==> src/rtl/branch_redirect_unit.sv <==
// ---------------------------------------------------------------------------
// branch_redirect_unit
//
// Purpose:
//   Execute-stage branch/jump resolver for an RV32I pipeline. Evaluates the
//   branch condition and the jump target. Drives the fetch PC mux through
//   pcJump / pcIncrementOrJump and squashes the IF/ID and ID/EX registers
//   when a redirect is applied. If fetch is stalled when a redirect resolves,
//   the target is held in pendingTarget until fetch can accept it. Applied
//   redirects are counted for performance monitoring.
//
// Parameters:
//   ALIGN_CHECK  1: a taken target with bits[1:0] != 0 is suppressed and
//                   flagged on misalignedTarget. 0: the target is passed on.
//   COUNT_W      width of redirectCount. The counter wraps around.
//
// Ports:
//   clk, reset          rising-edge clock, asynchronous active-high reset
//   exValid             EX stage holds a valid instruction
//   exBranch/exJal/
//   exJalr              instruction type (priority JALR > JAL > branch)
//   exFunct3            branch condition code
//   exPc, exImm         PC and sign-extended immediate of the EX instruction
//   exRs1Data/exRs2Data forwarded register operands
//   fetchStall          PC register does not load this cycle
//   pcJump              redirect target to the PC mux
//   pcIncrementOrJump   1 selects pcJump, 0 selects the sequential PC
//   flushIfId/flushIdEx squash the front-end pipeline registers
//   redirectPending     a stalled redirect is being held
//   misalignedTarget    one-cycle pulse, one cycle after a misaligned target
//   redirectCount       number of applied redirects
// ---------------------------------------------------------------------------
module branch_redirect_unit #(
    parameter int ALIGN_CHECK = 1,
    parameter int COUNT_W     = 16
) (
    input  logic               clk,
    input  logic               reset,
    input  logic               exValid,
    input  logic               exBranch,
    input  logic               exJal,
    input  logic               exJalr,
    input  logic [2:0]         exFunct3,
    input  logic [31:0]        exPc,
    input  logic [31:0]        exImm,
    input  logic [31:0]        exRs1Data,
    input  logic [31:0]        exRs2Data,
    input  logic               fetchStall,
    output logic [31:0]        pcJump,
    output logic               pcIncrementOrJump,
    output logic               flushIfId,
    output logic               flushIdEx,
    output logic               redirectPending,
    output logic               misalignedTarget,
    output logic [COUNT_W-1:0] redirectCount
);

    localparam bit ALIGN_EN = (ALIGN_CHECK != 0);

    typedef enum logic {
        S_IDLE    = 1'b0,
        S_PENDING = 1'b1
    } state_t;

    state_t              r_state;
    state_t              w_state_nxt;
    logic [31:0]         r_pendingTarget;
    logic [31:0]         w_pendingTarget_nxt;
    logic [COUNT_W-1:0]  r_count;
    logic                r_misaligned;
    logic                w_misaligned_nxt;
    logic                w_apply;

    logic signed [31:0]  w_rs1_s;
    logic signed [31:0]  w_rs2_s;
    logic                w_eq;
    logic                w_lt_s;
    logic                w_lt_u;
    logic                w_cond;
    logic [31:0]         w_sum_pc;
    logic [31:0]         w_sum_rs1;
    logic [31:0]         w_target;
    logic                w_taken;
    logic                w_bad;

    // Branch condition evaluation
    assign w_rs1_s = exRs1Data;
    assign w_rs2_s = exRs2Data;
    assign w_eq    = (exRs1Data == exRs2Data);
    assign w_lt_s  = (w_rs1_s < w_rs2_s);
    assign w_lt_u  = (exRs1Data < exRs2Data);

    always_comb begin
        w_cond = 1'b0;
        case (exFunct3)
            3'b000:  w_cond = w_eq;
            3'b001:  w_cond = !w_eq;
            3'b100:  w_cond = w_lt_s;
            3'b101:  w_cond = !w_lt_s;
            3'b110:  w_cond = w_lt_u;
            3'b111:  w_cond = !w_lt_u;
            default: w_cond = 1'b0;   // 010/011 are not branch encodings
        endcase
    end

    // Target selection; JALR wins over JAL, which wins over a branch.
    // Both sums wrap modulo 2^32.
    assign w_sum_pc  = exPc + exImm;
    assign w_sum_rs1 = exRs1Data + exImm;
    assign w_target  = exJalr ? (w_sum_rs1 & 32'hFFFF_FFFE) : w_sum_pc;

    assign w_taken = exValid & (exJalr | exJal | (exBranch & w_cond));
    assign w_bad   = ALIGN_EN & (w_target[1:0] != 2'b00);

    // Next-state and redirect outputs
    always_comb begin
        w_state_nxt         = r_state;
        w_pendingTarget_nxt = r_pendingTarget;
        w_misaligned_nxt    = 1'b0;
        w_apply             = 1'b0;
        pcJump              = 32'h0;
        pcIncrementOrJump   = 1'b0;
        flushIfId           = 1'b0;
        flushIdEx           = 1'b0;
        redirectPending     = 1'b0;

        case (r_state)
            S_IDLE: begin
                if (w_taken && w_bad) begin
                    w_misaligned_nxt = 1'b1;
                end else if (w_taken) begin
                    if (fetchStall) begin
                        w_pendingTarget_nxt = w_target;
                        w_state_nxt         = S_PENDING;
                    end else begin
                        pcJump            = w_target;
                        pcIncrementOrJump = 1'b1;
                        flushIfId         = 1'b1;
                        flushIdEx         = 1'b1;
                        w_apply           = 1'b1;
                    end
                end
            end
            S_PENDING: begin
                // The EX instruction is not evaluated while a redirect is held;
                // the flush applied on release squashes it anyway.
                redirectPending = 1'b1;
                pcJump          = r_pendingTarget;
                if (!fetchStall) begin
                    pcIncrementOrJump = 1'b1;
                    flushIfId         = 1'b1;
                    flushIdEx         = 1'b1;
                    w_apply           = 1'b1;
                    w_state_nxt       = S_IDLE;
                end
            end
            default: begin
                w_state_nxt = S_IDLE;
            end
        endcase

        // The outputs read as zero for the whole time reset is asserted, not
        // only after the registers have cleared.
        if (reset) begin
            pcJump            = 32'h0;
            pcIncrementOrJump = 1'b0;
            flushIfId         = 1'b0;
            flushIdEx         = 1'b0;
            redirectPending   = 1'b0;
            w_apply           = 1'b0;
        end
    end

    // State, held target, misalignment flag and counter
    always_ff @(posedge clk or posedge reset) begin
        if (reset) begin
            r_state         <= S_IDLE;
            r_pendingTarget <= 32'h0;
            r_count         <= '0;
            r_misaligned    <= 1'b0;
        end else begin
            r_state         <= w_state_nxt;
            r_pendingTarget <= w_pendingTarget_nxt;
            r_misaligned    <= w_misaligned_nxt;
            if (w_apply) begin
                r_count <= r_count + 1'b1;
            end
        end
    end

    assign misalignedTarget = r_misaligned & !reset;
    assign redirectCount    = r_count;

endmodule

==> config.mk <==
export PLATFORM = sky130hd
export DESIGN_NAME = branch_redirect_unit
export DESIGN_NICKNAME = d
export VERILOG_FILES = /design/src/rtl/branch_redirect_unit.sv
export SDC_FILE = /design/constraint.sdc
export NUM_CORES = 1
export LEC_CHECK = 0
export ABC_AREA = 1
export BUFFER_PORTS_ARGS = -buffer_cell sky130_fd_sc_hd__buf_2
export CAP_MARGIN = 20
export CORE_AREA = 10 10 165 106
export DETAILED_ROUTE_END_ITERATION = 16
export DIE_AREA = 0 0 175 116
export PLACE_DENSITY_LB_ADDON = 0.2
export RECOVER_POWER = 100
export SETUP_SLACK_MARGIN = 0.15
export SLEW_MARGIN = 10
export SYNTH_ARGS = -nofsm -noshare
export SYNTH_HDL_FRONTEND = slang
export SYNTH_SLANG_ARGS = --single-unit
==> constraint.sdc <==
create_clock -name clk -period 3.3 [get_ports clk]
set_input_delay 0.495 -clock clk [delete_from_list [all_inputs] [get_ports clk]]
set_output_delay 0.495 -clock clk [all_outputs]
set_load 0.01 [all_outputs]
==> flow_summary.yaml <==
placed_design:
  post-dp-hpwl_um: 24660
  place_congestion: 1.021
  io_buffers: 190
drt:
  routedWlPerCell_um: 18.84
  drt.antenna.violating_nets: 0
  route.detailed.drc: 0
  first_pass_iters: 5
  m1WireLength_um: 14170
  routed.top_layer: "met4"
  wl_um: 33530
  drt_iter0_markers: 1187
  avgViaCountPerCell: 5.802
  met2_length_um: 14160
  wl_met3_um: 4311
  vias: 10322
clock_network:
  cts_hold_buf: 0
  htree_levels: 2
  clk-insertion-delay-late_ns: 0.30
  tritoncts: "built"
  cts_buffer_depth: 2
  cts_buffers: 5
  clkSinkCount: 50
  clk_pin_slew_ns: 0.07
  cts-root-buf: "clkbuf_16"
logic_synthesis:
  synth_seq_cells: 50
  synthDominantCellAreaShare: 0.1633
  netlist_area_um2: 7770
  synth_nets: 1526
  yosysTopAreaCell: "nand2_1"
  syn_inst: 1292
  syn_avg_cell_area_um2: 6.014
  synth_top_flop_cell: "dfrtp_1"
  yosysMostFrequentCell: "nand2_1"
  synth_common_cells: "nand2_1, inv_1, nor2_1"
  synth.distinct_cells: 43
  ys_seq_area_frac: 0.1610
  synth_warnings: 0
  synth-async-reset-ratio: 1.000
  synth-edff-count: 0
  synth_area_leaders: "nand2_1, dfrtp_1, ha_1, inv_1, a21oi_1"
power_and_ir_drop:
  irDropWorstVdd_uv: 295.2
  seqPwrFrac: 0.268
  finalPower_mw: 3.354
  p_sw_mw: 1.512
  power.internal_mw: 1.842
  clockPowerShare: 0.161
  power.density_nw_per_um2: 308.1
  combPwrFrac: 0.571
  power_leakage_nw: 5.772
  p_sw_frac: 0.4509
worst_setup_path:
  crit_required_ns: 2.80
  path_class: "in -> out"
  critPathMaxFanout: 8
  cp-end-kind: "primary output"
  cp-start-kind: "primary input"
  cp.arrival_ns: 2.83
timing:
  setup_tns_ns: -0.07818
  setup_viol_count_final: 6
  period_minus_slack_ns: 3.327
  setup_ws_ns: -0.02713
  skew_ns: 0.005536
  holdWs_ns: 0.2930
  tightestPinTransition_ns: 2.176
  fmax_mhz: 300.6
  relSlewSlack: -0.4510
  hold_viol_final: 0
  post-route-period-util: 1.008
  slew_violations: 39
  rsz0062_at_grt: "yes"
floorplan:
  core_area_um2: 14290
  die_area_um2: 20300
  die_h_um: 116
  row_count: 34
  floorplan.initialDensity: 0.5436
  io_pins: 191
  die_w_um: 175
grt:
  grt_start_max_net_pins: 51
  grt_pass1_vias: 9763
  antenna_found_initial: 0
  gr-total-overflow: 0
  grt_pass1_wl_um: 50750
  grtUsageTotal: 0.3049
layout:
  multi_input_area_um2: 6480
  seqCellArea_um2: 1251
  fin_nets: 1814
  antennaDiodeCount: 0
  drive_above_1_share: 0.2846
  area_delta_synth_final_pct: 40.13
  fill_cells: 1140
hold_path:
  worstHoldPathType: "in -> async"
outcome:
  violations: "capacitance limit, slew limit, setup timing"
  run_status: "finished with violations"
run:
  drv_cap: 1
==> worst paths after layout <==
path | startpoint | to | slack [ns] | cells past startpoint
max in group asynchronous | reset | r_pendingTarget[25] | 0.60 | 3
min in group clk | r_pendingTarget[0] | r_pendingTarget[0] | 0.47 | 2
setup reg to reg | redirectCount[0] | redirectCount[10] | 0.85 | 7
setup / recovery | exRs1Data[31] | pcJump[11] | -0.03 | 20
hold reg to reg | r_pendingTarget[0] | r_pendingTarget[0] | 0.47 | 2
hold / removal | reset | r_pendingTarget[1] | 0.29 | 2
==> layout by cell type, fill, tap and decap left out, drive strengths merged, types with 24 or more instances in the layout <==
master / Yosys / routed
a21oi: 114 / 114
buf: 14 / 281
clkbuf: 12 / 27
dfrtp: 50 / 50
ha: 94 / 94
inv: 185 / 185
nand2: 344 / 348
nand3: 80 / 80
nor2: 145 / 145
o21ai: 102 / 102
o21bai: 24 / 24
==> sequential cells by signal, indices dropped and copies added, names as in the netlist <==
signal           cells
r_state              1
redirectCount       16
r_misaligned         1
r_pendingTarget     32
==> critical path, cell delays in order <==
cell and delay [ns]:
buf_6 0.10, ha_4 0.29, nand2_4 0.07, nor2_4 0.15
nand2_4 0.09, nor2_4 0.22, nand2_2 0.08, nand2_2 0.08
o21ai_2 0.06, o21ai_1 0.07, nand2_1 0.08, o21ai_2 0.21
nand2_2 0.11, nand3_4 0.11, inv_8 0.06, buf_12 0.14
buf_12 0.14, nand3_2 0.06, nand2_1 0.06, buf_2 0.14
==> power groups by stage <==
stage	Combinational (mW)	Sequential, mW	Clock [mW]
final	1.92	0.897	0.540
after global routing	2.10	0.913	0.565
after CTS	1.76	0.887	0.534
after detailed placement	1.57	0.897	0
after global placement	1.54	0.890	0
after floorplan	0.976	0.878	0
==> routing by layer <==
| layer | up-vias | GRT usage |
|---|---|---|
| li1 | 4852 | - |
| met1 | 4654 | 0.4120 |
| met2 | 729 | 0.4631 |
| met3 | 87 | 0.09292 |
| met4 | 0 | 0.08043 |
| met5 | - | 0 |
==> stage by stage <==
step | std cells | worst slack (ns) | utilization | instance area (um2)
after detailed placement | 1737 | -0.2772 | 0.6615 | 9455
final | 1779 | -0.02713 | 0.7617 | 10890
after floorplan | 1292 | 0.3720 | - | 7770
after global placement | 1737 | -0.2267 | 0.6615 | 9455
after global routing | 1779 | -0.1567 | 0.7617 | 10890
after CTS | 1771 | 0.07764 | 0.7381 | 10550
==> layout make-up <==
class	instances	area share
clock inverter	3	0.001954
multi-input combinational	1033	0.5952
sequential	50	0.1149
timing repair buffer	303	0.1881
clock buffer	5	0.01149
inverter	187	0.06562
tap	198	0.02275
==> cells by family after synthesis <==
group	count (synthesis)	share of synthesized area
AO/OA/AOI/OAI	275	0.1995
XOR/XNOR	19	0.02142
adder cells (fa/ha/maj)	96	0.1565
buffers and inverters	213	0.1101
flip-flops	50	0.1610
AND/OR/NAND/NOR	639	0.3514
==> timing repair <==
item | CTS | global route
endpoints found under the hold margin | 0 | 0
pin swaps | 55 | 33
endpoints found under the setup margin | 34 | 65
gates cloned | 2 | 2
setup buffers | 24 | 5
gates resized for setup | 165 | 65
Note: power is estimated with default switching activity, not from simulation.
